`src/rtl/uart_pkg.sv`:
```
// Shared UART definitions: receiver state encoding, frame width and baud divisor helper.
package uart_pkg;

    localparam int DATA_BITS = 8;

    typedef enum logic [2:0] {
        IDLE  = 3'd0,
        START = 3'd1,
        DATA  = 3'd2,
        STOP  = 3'd3,
        BREAK = 3'd4
    } rx_state_t;

    // Integer-truncated clock cycles per serial bit.
    function automatic int cycles_per_bit(input int clk_hz, input int baud);
        return clk_hz / baud;
    endfunction

endpackage

```
`src/rtl/sync_2ff.sv`:
```
// Generic two-flop synchroniser for bringing asynchronous levels into the clk domain.
module sync_2ff #(
    parameter int              WIDTH     = 1,
    parameter logic [WIDTH-1:0] RESET_VAL = '0
) (
    input  logic             clk,
    input  logic             rst_n,
    input  logic [WIDTH-1:0] d,
    output logic [WIDTH-1:0] q
);

    logic [WIDTH-1:0] meta;

    always_ff @(posedge clk or negedge rst_n) begin
        if (!rst_n) begin
            meta <= RESET_VAL;
            q    <= RESET_VAL;
        end else begin
            meta <= d;
            q    <= meta;
        end
    end

endmodule

```
`src/rtl/uart_rx.sv`:
```
// 8N1 UART receiver: mid-bit sampling of the synchronised line, one-cycle byte and
// framing-error pulses, and a BREAK state so a held-low line cannot retrigger frames.
module uart_rx
    import uart_pkg::*;
#(
    parameter int CLK_HZ = 50_000_000,
    parameter int BAUD   = 115_200
) (
    input  logic                 clk,
    input  logic                 rst_n,
    input  logic                 rx,
    output logic                 axiov,
    output logic [DATA_BITS-1:0] axiod,
    output logic                 framing_err,
    output logic                 busy
);

    localparam int CPB  = cycles_per_bit(CLK_HZ, BAUD);
    localparam int HALF = CPB / 2;
    localparam int CW   = $clog2(CPB);
    localparam int IW   = $clog2(DATA_BITS);

    localparam logic [CW-1:0] CNT_HALF_END = CW'(HALF - 1);
    localparam logic [CW-1:0] CNT_BIT_END  = CW'(CPB - 1);
    localparam logic [IW-1:0] IDX_LAST     = IW'(DATA_BITS - 1);

    if (CPB < 4) begin : g_cpb_check
        $error("uart_rx: CLK_HZ/BAUD must be at least 4");
    end

    logic                 rx_s;
    rx_state_t            state, state_n;
    logic [CW-1:0]        cnt, cnt_n;
    logic [IW-1:0]        bit_idx, bit_idx_n;
    logic [DATA_BITS-1:0] shreg, shreg_n;
    logic [DATA_BITS-1:0] axiod_n;
    logic                 axiov_n, framing_err_n;

    sync_2ff #(
        .WIDTH    (1),
        .RESET_VAL(1'b1)
    ) u_sync (
        .clk  (clk),
        .rst_n(rst_n),
        .d    (rx),
        .q    (rx_s)
    );

    always_ff @(posedge clk or negedge rst_n) begin
        if (!rst_n) begin
            state       <= IDLE;
            cnt         <= '0;
            bit_idx     <= '0;
            shreg       <= '0;
            axiod       <= '0;
            axiov       <= 1'b0;
            framing_err <= 1'b0;
        end else begin
            state       <= state_n;
            cnt         <= cnt_n;
            bit_idx     <= bit_idx_n;
            shreg       <= shreg_n;
            axiod       <= axiod_n;
            axiov       <= axiov_n;
            framing_err <= framing_err_n;
        end
    end

    always_comb begin
        state_n       = state;
        cnt_n         = cnt + 1'b1;
        bit_idx_n     = bit_idx;
        shreg_n       = shreg;
        axiod_n       = axiod;
        axiov_n       = 1'b0;
        framing_err_n = 1'b0;

        case (state)
            IDLE: begin
                cnt_n = '0;
                if (!rx_s) state_n = START;
            end
            START: begin
                // Re-check the line half a bit in so short glitches are discarded.
                if (cnt == CNT_HALF_END) begin
                    cnt_n = '0;
                    if (!rx_s) begin
                        state_n   = DATA;
                        bit_idx_n = '0;
                    end else begin
                        state_n = IDLE;
                    end
                end
            end
            DATA: begin
                if (cnt == CNT_BIT_END) begin
                    cnt_n     = '0;
                    shreg_n   = {rx_s, shreg[DATA_BITS-1:1]};
                    bit_idx_n = bit_idx + 1'b1;
                    if (bit_idx == IDX_LAST) state_n = STOP;
                end
            end
            STOP: begin
                if (cnt == CNT_BIT_END) begin
                    cnt_n = '0;
                    if (rx_s) begin
                        axiod_n = shreg;
                        axiov_n = 1'b1;
                        state_n = IDLE;
                    end else begin
                        framing_err_n = 1'b1;
                        state_n       = BREAK;
                    end
                end
            end
            BREAK: begin
                cnt_n = '0;
                if (rx_s) state_n = IDLE;
            end
            default: begin
                cnt_n   = '0;
                state_n = IDLE;
            end
        endcase
    end

    assign busy = (state != IDLE);

endmodule

```
`config.mk`:
```
export PLATFORM = sky130hd
export DESIGN_NAME = uart_rx
export DESIGN_NICKNAME = d
export VERILOG_FILES = /design/src/rtl/uart_pkg.sv /design/src/rtl/sync_2ff.sv /design/src/rtl/uart_rx.sv
export SDC_FILE = /design/constraint.sdc
export NUM_CORES = 1
export LEC_CHECK = 0
export ABC_AREA = 1
export CAP_MARGIN = 20
export CORE_MARGIN = 1.5
export CORE_UTILIZATION = 40
export CTS_CLUSTER_SIZE = 14
export DETAILED_ROUTE_END_ITERATION = 16
export GPL_ROUTABILITY_DRIVEN = 0
export SYNTH_ARGS = -nofsm -noshare
export SYNTH_HDL_FRONTEND = slang
export SYNTH_SLANG_ARGS = --single-unit
```
`constraint.sdc`:
```
create_clock -name clk -period 1.55 [get_ports clk]
set_input_delay 0.31 -clock clk [delete_from_list [all_inputs] [get_ports clk]]
set_output_delay 0.31 -clock clk [all_outputs]
set_load 0.05 [all_outputs]
```
## Word level (Yosys, flattened, before mapping)

Index checks and enable logic that the tools add are counted.

- Register bits: 35
- Bits of input ports: 3
- Output and inout bits: 11
- Word-level logic and storage cells: 55

- Add/subtract/negate cells: 2
- Equal/unequal tests: 14
- Muxes and demuxes: 22
- Reductions and logical operators: 8

Operators with widths:

| operator | count |
|---|---|
| $mux 3 | 10 |
| $mux 9 | 2 |
| $pmux 9 s2 | 1 |
| $pmux 3 s5 | 1 |
| $ne 2x2->1 const B | 6 |
| $add 9x1->9 const B | 1 |
| $eq 9x8->1 const B | 1 |
| $eq 9x9->1 const B | 1 |
| $eq 3x2->1 const B | 2 |
| $eq 3x3->1 const B | 2 |
| $mux 1 | 6 |
| $pmux 3 s2 | 1 |
| $reduce_and 6->1 | 1 |
| $reduce_and 4->1 | 1 |
| $add 3x1->3 const B | 1 |
| $eq 3x1->1 const B | 1 |
| $logic_not 3->1 | 1 |
| $reduce_and 3->1 | 1 |
| $reduce_bool 3->1 | 1 |
| $mux 2 | 1 |
| $ne 2x1->1 const B | 1 |
| $reduce_and 2->1 | 1 |
| $reduce_bool 2->1 | 1 |
| $reduce_or 2->1 | 1 |

## Depth between registers and ports, before layout

Gate-level depths: netlist of the first run.

- Depth after elaboration: 4
- Gate-level depth with buffers: 10
- Mapped depth without buffers: 10

## Cells and area by module

Synthesis of the first run repeated with hierarchy kept, for this count alone.

- Cell total of the unflattened synthesis: 187
- Area total of the unflattened synthesis: 1695.4 um^2

By module, submodules not included:

| module | times used | cells an instance | area each (um^2) | seq. area each (um^2) |
|---|---|---|---|---|
| uart_rx | 1 | 185 | 1642.8 | 825.8 |
| sync_2ff | 1 | 2 | 52.6 | 52.6 |

## Worst setup path after synthesis of the first run

Ideal clock, no wire load.

- Path kind: flip-flop to flip-flop
- From: register cnt[1]
- To: register axiod[6]
- Setup time: 0.120 ns
- Arrival time: 1.251 ns
- Data required time: 1.430 ns
- Setup slack: 0.179 ns
- Stages on the path, launching flop included: 11
- Buffers on the path: 1
- Clock period less this slack: 1.371 ns
- Path through: dfrtp_1 -> inv_1 -> ha_1 -> nand2_1 -> nor2_1 -> nand2_2 -> inv_4 -> nand2_4 -> buf_6 -> nand2_1 -> o21ai_2

- Cells in the longest elaborated chain, start to end: 2

RTL lines:

| what | RTL line | source |
|---|---|---|
| start, declared | uart_rx.sv:33 | `logic [CW-1:0] cnt, cnt_n;` |
| start signal, assigned | uart_rx.sv:60 | `cnt <= cnt_n;` |
| $eq 9x9->1 | uart_rx.sv:104 | `if (cnt == CNT_BIT_END) begin` |
| $reduce_and 3->1 (no line) | - |  |
| end signal, assigned | uart_rx.sv:63 | `axiod <= axiod_n;` |
| end, declared | uart_rx.sv:13 | `output logic [DATA_BITS-1:0] axiod,` |

Every way passes these cells.
A chain may end at the register's enable or synchronous reset.

## Worst setup path in the final report of the first run

- From: register state[0]
- To: output port busy

- Cells in the longest elaborated chain, start to end: 1

RTL lines:

| what | RTL line | source |
|---|---|---|
| start, declared | uart_rx.sv:32 | `rx_state_t state, state_n;` |
| start signal, assigned | uart_rx.sv:59 | `state <= state_n;` |
| $reduce_bool 3->1 | uart_rx.sv:127 | `assign busy = (state != IDLE);` |
| end, declared | uart_rx.sv:15 | `output logic busy` |

Every way passes these cells.

==> out/metrics.cfg, run 1 <==
[run_status]
status = finished, final reports clean

[global_routing]
grt_max_degree = 36
antenna_found_initial = 0
track_usage_pct = 15.49
grt_first_pass_wirelength_microns = 5126
grt_remaining_overflow = 0
grt_pass1_vias = 1247

[clock_tree]
tritoncts = built
cts_made_buffers = 5
cts_max_path_buffers = 2
htree_levels = 2
clkLatencyLatePin_ns = 0.29
hold_buffers = 0
cts_sinks = 35
clkSlewWorstSetupHoldPaths_ns = 0.07
clock-root-buffer = clkbuf_8

[synth]
synth_area_leader_cell = dfrtp_1
synth_top_area_share_pct = 49.62
syn-num-nets = 193
synth.area.mux_share_pct = 0
synthTopCellsByArea = dfrtp_1, nand2_1, o21ai_2, inv_1, nor2_1
seq_area_frac_synth_pct = 52.78
synth_simple_gate_area_share_pct = 23.83
synth_xor_area_share_pct = 2.632
synth.distinct_cells = 20
yosys_warnings = 0
yosys_register_bits = 35
synth_top_family_by_area = simple AND/OR/NAND/NOR gates
netlist_instances = 185
synthAdderAreaFrac_pct = 3.759
syn-cell-area_sq_um = 1664
synth_compound_area_share_pct = 9.173
syn_area_per_cell_sq_um = 8.995

[layout]
multiInputGateArea_sq_um = 711.9
layout.nets = 214
n_fill_cell = 357
final_common_cell = nand2_1
final_cell_mix = nand2_1, dfrtp_1, inv_1
final_cells = 257
diodes = 0
area_growth_pct = 27.29
layout-drive-gt1-share_pct = 25.12
final_util_pct = 52.96
regArea_sq_um = 878.3

[timing]
finalSetupViolCount = 0
fin_crit_ns = 1.421
max_clock_freq_ghz = 0.7039
final-hold-violation-count = 0
relSlewSlack_pct = 81.14
final_max_slew_viol_count = 0
tns_ns = 0
clock_skew_ns = 0.004384
hold_slack_ns = 0.3614
rsz0062_at_grt = false
finalCritPeriodShare_pct = 91.65
worst_pin_slew_ns = 0.2825

[setup_path]
cp.required_ns = 1.24
cp-start-kind = flip-flop
arrival_ns = 1.11
crit_type = flip-flop to output pin
cp-end-kind = output pin
r2r_start = cnt[1]$_DFF_PN0_
startpoint = state[0]$_DFFE_PN0P_
path_max_fanout = 5

[die]
initial_core_util_pct = 41.60
ios = 14
die_y_microns = 67.50
num_rows = 23
die-area_sq_um = 4556
chipWidth_microns = 67.50
core_area_sq_um = 4000

[detailed_routing]
viasPerCell = 4.825
drt.antenna.violating_nets = 0
firstDrtPassIters = 4
wl_per_cell_microns = 12.25
drc = 0
drt_iter0_markers = 48
vias = 1240
wirelength_microns = 3147

[hold_path]
min_path_type = flip-flop to flip-flop
worstHoldStart = u_sync.meta$_DFF_PN1_

[power]
vdd_ir_drop_max_mv = 0.5760
power.density_nw_per_um2 = 837.3
power_mw = 1.774
power.leakage_nw = 1.000

[placed_design]
io_buffers = 13
hpwl_microns = 2176
dp.cells = 247

[flow_run]
drv_cap = 0

synthesized netlist by cell type:
library cell   n
inv_4          1
nor2_2         2
a31oi_1        1
nand2_2        3
buf_6          2
xnor2_1        1
dfrtp_1       33
nor3_1         2
dfstp_2        2
nand2_1       49
inv_2          2
nand3_1        8
nand2_4        2
o21ai_0        3
o21ai_2       15
ha_1           5
nor2_1        19
nand4_1        6
xor2_1         4
inv_1         25
metal layers:
layer | track usage (%) | routed length (microns)
met5 | 0 | 0
met4 | 9.949 | 87
met3 | 3.500 | 88
met2 | 25.86 | 1615
met1 | 17.80 | 1356
final timing paths:
check	to	cells past startpoint	slack (ns)
worst min-delay path	u_sync.q$_DFF_PN1_	0	0.36
min in group asynchronous	cnt[5]$_DFF_PN0_	2	0.39
max in group asynchronous	u_sync.q$_DFF_PN1_	2	0.91
worst max-delay path	busy	3	0.13
worst max register to register	shreg[7]$_DFFE_PN0P_	9	0.14
worst min register to register	u_sync.q$_DFF_PN1_	0	0.36
flip-flops by register name (all words and copies together), names as in the netlist:
signal,cells
axiod,8
axiov,1
bit_idx,3
cnt,9
framing_err,1
shreg,8
state,3
u_sync.meta,1
u_sync.q,1
per-stage QoR:
stage,setup WS [ns],cell area [sq um]
after floorplan,0.1793,1664
after global placement,0.1369,1939
after detailed placement,0.07991,1939
after CTS,0.06613,2052
after global routing,0.009899,2118
final,0.1294,2118
power by group:
| part | leakage, nW | internal (mW) | switching, mW |
|---|---|---|---|
| Combinational | 0.475 | 0.0105 | 0.0212 |
| Clock | 0.0581 | 0.479 | 0.344 |
| Sequential | 0.467 | 0.918 | 0.00224 |
layout make-up:
class / count / share of cell area [%]
Sequential cell: 35 / 41.46
Multi-Input combinational cell: 121 / 33.61
Timing Repair Buffer: 15 / 11.46
Inverter: 28 / 5.198
Clock buffer: 5 / 3.249
Tap cell: 50 / 2.953
Clock inverter: 3 / 2.067
critical path, stage by stage, from the launching register on:
cell and delay, ns:
dfrtp_1 0.42, nor2_1 0.13, nand2_1 0.10, buf_12 0.16
timing repair:
item                       in CTS  in global routing
resized for setup               0                 11
buffers inserted                0                  1
setup endpoints to repair       0                 28
cells by family (layout without fill, tap and decap cells):
logic type | Yosys count | count (layout)
AOI/OAI and AO/OA | 19 | 19
xor gates and xnor gates | 5 | 5
adders and majority gates | 5 | 5
buffers and inverters | 30 | 51
DFF | 35 | 35
and+or+nand+nor | 91 | 92
(Power assumes the default switching activity.)
==> inputs of run 2 (changes only) <==
CORE_ASPECT_RATIO = 1.1   (was default)
CTS_CLUSTER_DIAMETER = 200   (was default)
==> run 2 against run 1 <==
Net effect:
- critical path depth is 6 higher
- register-to-register slack got worse by 0.04 ns
- sequential power is essentially flat
- utilization decreased by 0.27 points
- non-clock buffer count rose by 1
- wire length fell by 0.25%
- worst setup slack lost 0.024 ns
- hold slack got worse by 0.0080 ns
- die area hardly changed
- flip-flop and latch count unchanged
==> out/metrics.cfg, run 2 (same netlist as run 1, synthesis figures left out) <==
[global_routing]
grt_pass1_vias = 1252  ; +0.40%
track_usage_pct = 15.68  ; +0.19 points
grt_max_degree = 23  ; -36%
antenna_found_initial = 0  ; unchanged
grt_remaining_overflow = 0  ; unchanged
grt_first_pass_wirelength_microns = 5575  ; +8.8%

[power]
power.leakage_nw = 0.9814  ; -1.9%
p_sw_mw = 0.3430  ; -6.6%
vdd_ir_drop_max_mv = 0.6441  ; +12%
p_comb_share_pct = 1.9  ; about the same
seqPwrFrac_pct = 58.1  ; +6.2 points
p_sw_share_pct = 21.64  ; +0.94 points
p_clk_share_pct = 40.1  ; -6.3 points
power_mw = 1.585  ; -11%
power.density_nw_per_um2 = 758.9  ; -9.4%
intPower_mw = 1.242  ; -12%

[timing]
finalCritPeriodShare_pct = 93.23  ; +1.6 points
final-hold-violation-count = 0  ; unchanged
relSlewSlack_pct = 81.06  ; -0.088 points
max_clock_freq_ghz = 0.6920  ; -1.7%
hold_slack_ns = 0.3534  ; -0.007963 ns
clock_skew_ns = 0.003448  ; -0.0009356 ns
finalSetupViolCount = 0  ; unchanged
fin_crit_ns = 1.445  ; +0.02446 ns
final_max_slew_viol_count = 0  ; unchanged
worst_pin_slew_ns = 0.2838  ; +0.001311 ns
layout_setup_ws_ns = 0.1049  ; -0.02446 ns

[placed_design]
io_buffers = 13  ; unchanged
dp.cells = 250  ; +1.2%
hpwl_microns = 2211  ; +1.6%
preCtsSetupSlack_ns = 0.08790  ; +0.007991 ns

[clock_tree]
clkSlewWorstSetupHoldPaths_ns = 0.07  ; about the same
clock-root-buffer = clkbuf_8
htree_levels = 2  ; unchanged
cts_made_buffers = 5  ; unchanged
clkLatencyLatePin_ns = 0.28  ; about the same
tritoncts = built
cts_max_path_buffers = 2  ; unchanged
cts_sinks = 35  ; unchanged

[layout]
largest_reg_flops = 9  ; unchanged
layout-drive-gt1-share_pct = 26.44  ; +1.3 points
largest-register = cnt
final_cells = 260  ; +1.2%
final_common_cell = nand2_1
final_cell_mix = nand2_1, dfrtp_1, inv_1
area_growth_pct = 25.49
layout.nets = 215  ; +0.47%
reg_top3 = cnt (9), axiod (8), shreg (8)
final_util_pct = 52.68  ; -0.27 points
diodes = 0  ; unchanged

[setup_path]
worst_r2r_path_depth = 9  ; unchanged
path_cells = inv_1 > ha_2 > nand2_1 > nor2_2 > nand2_2 > clkinv_4 > nand2_8 > nand2_1 > o21ai_2
cp.required_ns = 1.73  ; +0.49 ns
startpoint = cnt[1]$_DFF_PN0_
regToRegSetupSlack_ns = 0.10  ; -0.04 ns
cp_slowest_stage_delay_ns = 0.40  ; -0.02 ns
cp.buffers_inverters = 2  ; +1
cp-start-kind = flip-flop
r2r_start = cnt[1]$_DFF_PN0_
crit_type = flip-flop to flip-flop
cp-end-kind = flip-flop
crit_family = simple AND/OR/NAND/NOR gates
cp_slowest_cell = dfrtp_1
cp.depth = 9  ; +6
cpMostUsedCell = nand2_1
arrival_ns = 1.62  ; +0.51 ns
path_max_fanout = 16  ; +11

[detailed_routing]
wl_per_cell_microns = 12.07  ; -1.4%
drc = 0  ; unchanged
wirelength_microns = 3139  ; -0.25%
drt.antenna.violating_nets = 0  ; unchanged
drt_iter0_markers = 63  ; +31%
viasPerCell = 4.827  ; about the same
vias = 1255  ; +1.2%
firstDrtPassIters = 4  ; unchanged

[run_status]
status = finished, final reports clean

[hold_path]
min_path_type = primary input to async pin

[die]
ios = 14  ; unchanged
num_rows = 24  ; +4.3%
die-area_sq_um = 4557  ; about the same
initial_core_util_pct = 41.98  ; +0.38 points
die_y_microns = 70.65  ; +4.7%
core_area_sq_um = 3964  ; -0.91%
chipWidth_microns = 64.50  ; -4.4%

[flow_run]
drv_cap = 0  ; unchanged

run 2: changes by cell type in the layout (fill, tap and decap cells not counted), moves of 2 or more:
cell	delta
nand2_2	+3
buf_4	+2
clkbuf_1	+2
nand2_1	-2
run 2: cell type report:
type / instances / area, sq um
fillers: 378 / 1876
flip-flops and latches: 35 / 879.6
clock buffers: 7 / 76.32
inverters: 28 / 110.1
repair buffers: 16 / 237.7
clock inverters: 1 / 5.005
well taps: 52 / 65.06
multi-input cells: 121 / 714.4
run 2: power by group through the flow:
stage	registers (mW)	clock network, mW	logic, mW
4_1_cts	0.920	0.652	0.0308
2_1_floorplan	0.937	0	0.00265
6_report	0.920	0.635	0.0296
3_3_place_gp	0.937	0	0.0299
5_1_grt	0.920	0.697	0.0350
3_5_place_dp	0.937	0	0.0310
run 2: worst paths after layout:
check,end
worst max-delay path,shreg[5]$_DFFE_PN0P_
min in group clk,u_sync.q$_DFF_PN1_
worst max register to register,shreg[5]$_DFFE_PN0P_
worst min-delay path,cnt[7]$_DFF_PN0_
worst min register to register,u_sync.q$_DFF_PN1_
max in group asynchronous,cnt[0]$_DFF_PN0_
run 2: per-layer routing:
metal | vias to the layer above | track usage [%] | part of all wire, %
met5 | - | 0 | 0
met4 | 0 | 7.092 | 2.0
met3 | 8 | 4.452 | 4.3
met2 | 27 | 24.88 | 49
met1 | 600 | 20.00 | 45
li1 | 620 | - | -
run 2: worst reg2reg max path: stages (launching register included):
cell and delay [ns]:
dfrtp_1 0.40, inv_1 0.08, ha_2 0.16, nand2_1 0.06, nor2_2 0.11, nand2_2 0.11, clkinv_4 0.14, nand2_8 0.12
nand2_1 0.11, o21ai_2 0.06
run 2: timing repair:
action                     CTS  global route
gates resized for setup      0            14
hold buffers                 0             0
setup buffers                0             1
setup endpoints to repair    0            28
run 2: through the flow:
stage / TNS [ns] / cell area, sq um
after floorplan: 0 / 1664
after global placement: 0 / 1937
after detailed placement: 0 / 1937
after CTS: 0 / 2018
after global routing: -0.04719 / 2088
final: 0 / 2088
==> inputs of run 3 (changes only) <==
CORE_UTILIZATION = 45   (was 40)
==> run 3 against run 2 <==
Net effect:
- flip-flop and latch count stayed put
- design area up 0.12%
- fmax grew 0.59%
- register-to-register slack barely moved
- utilization up 5.4 points
- largest cell class unchanged
- highest routed layer unchanged
- cell count unchanged
- clock-buffer cell count decreased by 2
- die area fell by 11%
- first-iteration DRC count grew 3.2%
- non-clock buffer count up 2
- worst setup slack better by 0.0084 ns
==> out/metrics.cfg, run 3 (same netlist as run 1, synthesis figures left out) <==
[run_status]
status = finished, final reports clean

[die]
die-area_sq_um = 4072  ; -11%
ios = 14  ; unchanged
num_rows = 23  ; -4.2%
chipWidth_microns = 60.98  ; -5.5%
core_area_sq_um = 3597  ; -9.2%
die_y_microns = 66.78  ; -5.5%
initial_core_util_pct = 46.26  ; +4.3 points

[timing]
rsz0062_at_grt = false
worst_pin_slew_ns = 0.2908  ; +0.006919 ns
clock_skew_ns = 0.004316  ; +0.0008674 ns
fin_crit_ns = 1.437  ; -0.008440 ns
relSlewSlack_pct = 80.62  ; -0.44 points
max_clock_freq_ghz = 0.6961  ; +0.59%
final-hold-violation-count = 0  ; unchanged
finalSetupViolCount = 0  ; unchanged
final_max_slew_viol_count = 0  ; unchanged
finalCritPeriodShare_pct = 92.69  ; -0.54 points
hold_slack_ns = 0.3572  ; +0.003759 ns
tns_ns = 0  ; unchanged

[setup_path]
cp.required_ns = 1.72  ; about the same
r2r_start = cnt[0]$_DFF_PN0_
startpoint = cnt[0]$_DFF_PN0_
regToRegSetupSlack_ns = 0.11  ; about the same
r2r-end = state[1]$_DFFE_PN0P_
path_max_fanout = 5  ; -11
cp-end-kind = flip-flop
worst_r2r_path_depth = 8  ; -1
arrival_ns = 1.61  ; about the same
crit_type = flip-flop to flip-flop
cp-start-kind = flip-flop

[layout]
largest-register = cnt
area_growth_pct = 25.64
diodes = 0  ; unchanged
largest_reg_flops = 9  ; unchanged
regArea_sq_um = 879.6  ; unchanged
layout.nets = 217  ; +0.93%
layout-drive-gt1-share_pct = 28.10  ; +1.7 points
reg_top3 = cnt (9), axiod (8), shreg (8)
final_common_cell = nand2_1
final_cell_mix = nand2_1, dfrtp_1, inv_1
n_fill_cell = 335  ; -11%
multiInputGateArea_sq_um = 696.9  ; -2.5%

[power]
vdd_ir_drop_max_mv = 0.5706  ; -11%
power.density_nw_per_um2 = 757.8  ; -0.13%
power_mw = 1.584  ; about the same
power.leakage_nw = 0.9801  ; -0.13%

[placed_design]
hpwl_microns = 2314  ; +4.7%
io_buffers = 13  ; unchanged

[global_routing]
grt_remaining_overflow = 0  ; unchanged
track_usage_pct = 18.67  ; +3.0 points
use_met1_pct = 21.34  ; +1.3 points
gr-usage-met2_pct = 31.05  ; +6.2 points
antenna_found_initial = 0  ; unchanged
grt_max_degree = 23  ; unchanged
grt_busiest_layer = met2
use_met3_pct = 5.437  ; +0.99 points
grt_pass1_vias = 1239  ; -1.0%
grt_first_pass_wirelength_microns = 5506  ; -1.2%

[clock_tree]
clock-root-buffer = clkbuf_8
clkSlewWorstSetupHoldPaths_ns = 0.07  ; about the same
htree_levels = 2  ; unchanged
clkLatencyLatePin_ns = 0.28  ; about the same
cts_max_path_buffers = 2  ; unchanged
cts_sinks = 35  ; unchanged
cts_made_buffers = 5  ; unchanged
tritoncts = built

[detailed_routing]
wirelength_microns = 3134  ; -0.16%
drt_iter0_markers = 65  ; +3.2%
vias = 1253  ; -0.16%
wl_per_cell_microns = 12.05  ; -0.16%
firstDrtPassIters = 4  ; unchanged
drc = 0  ; unchanged
viasPerCell = 4.819  ; -0.16%
drt.antenna.violating_nets = 0  ; unchanged

[flow_run]
drv_cap = 0  ; unchanged

[hold_path]
whs_endpoint = u_sync.q$_DFF_PN1_
worstHoldStart = u_sync.meta$_DFF_PN1_
hold_path_depth = 0
min_path_type = flip-flop to flip-flop

## run 3: worst max-delay path by stage
stage | endpoint | slack (ns)
after floorplan | axiod[6]$_DFFE_PN0P_ | 0.18
after global placement | axiod[3]$_DFFE_PN0P_ | 0.12
final | state[1]$_DFFE_PN0P_ | 0.11
after detailed placement | axiod[7]$_DFFE_PN0P_ | 0.07
after global routing | state[1]$_DFFE_PN0P_ | 0.003
after CTS | axiod[7]$_DFFE_PN0P_ | 0.06
## run 3: stage by stage
step	cell area [sq um]	worst slack (ns)	utilization (%)	cells
2_1_floorplan	1664	0.1793	-	185
3_3_place_gp	1942	0.1200	53.98	249
3_5_place_dp	1942	0.06844	53.98	249
4_1_cts	2031	0.06212	56.45	257
5_1_grt	2091	0.003002	58.12	260
6_report	2091	0.1133	58.12	260
## run 3: final cells by class
cell class | instances | area share [%]
Clock buffer | 5 | 3.291
Multi-Input combinational cell | 121 | 33.33
Inverter | 28 | 5.266
Clock inverter | 3 | 0.9575
Sequential cell | 35 | 42.07
Tap cell | 50 | 2.992
Timing Repair Buffer | 18 | 12.09
## run 3: power by group
| group | total (mW) | switching, mW | internal (mW) |
|---|---|---|---|
| Clock | 0.635 | 0.323 | 0.312 |
| Sequential | 0.920 | 0.00215 | 0.918 |
| Combinational | 0.0296 | 0.0209 | 0.00863 |
## run 3: repair_timing
action	in CTS	in global routing
hold endpoints to repair	0	0
setup endpoints to repair	0	30
resized for setup	0	11
buffers inserted	0	2
hold buffers	0	0
## run 3: worst max-delay path, cell delays in order, from the launching register on
cell     delay, ns
dfrtp_2       0.44
ha_1          0.22
nand2_1       0.08
nor2_2        0.04
nand2_2       0.13
nand2_2       0.10
buf_4         0.15
nand4_1       0.11
nand2_1       0.06
## run 3: metal layers
| layer | part of all wire (%) | up-vias | wire, microns |
|---|---|---|---|
| met5 | 0 | - | 0 |
| met4 | 1.9 | 0 | 59 |
| met3 | 3.3 | 6 | 102 |
| met2 | 54 | 22 | 1686 |
| met1 | 41 | 597 | 1286 |
| li1 | - | 628 | - |
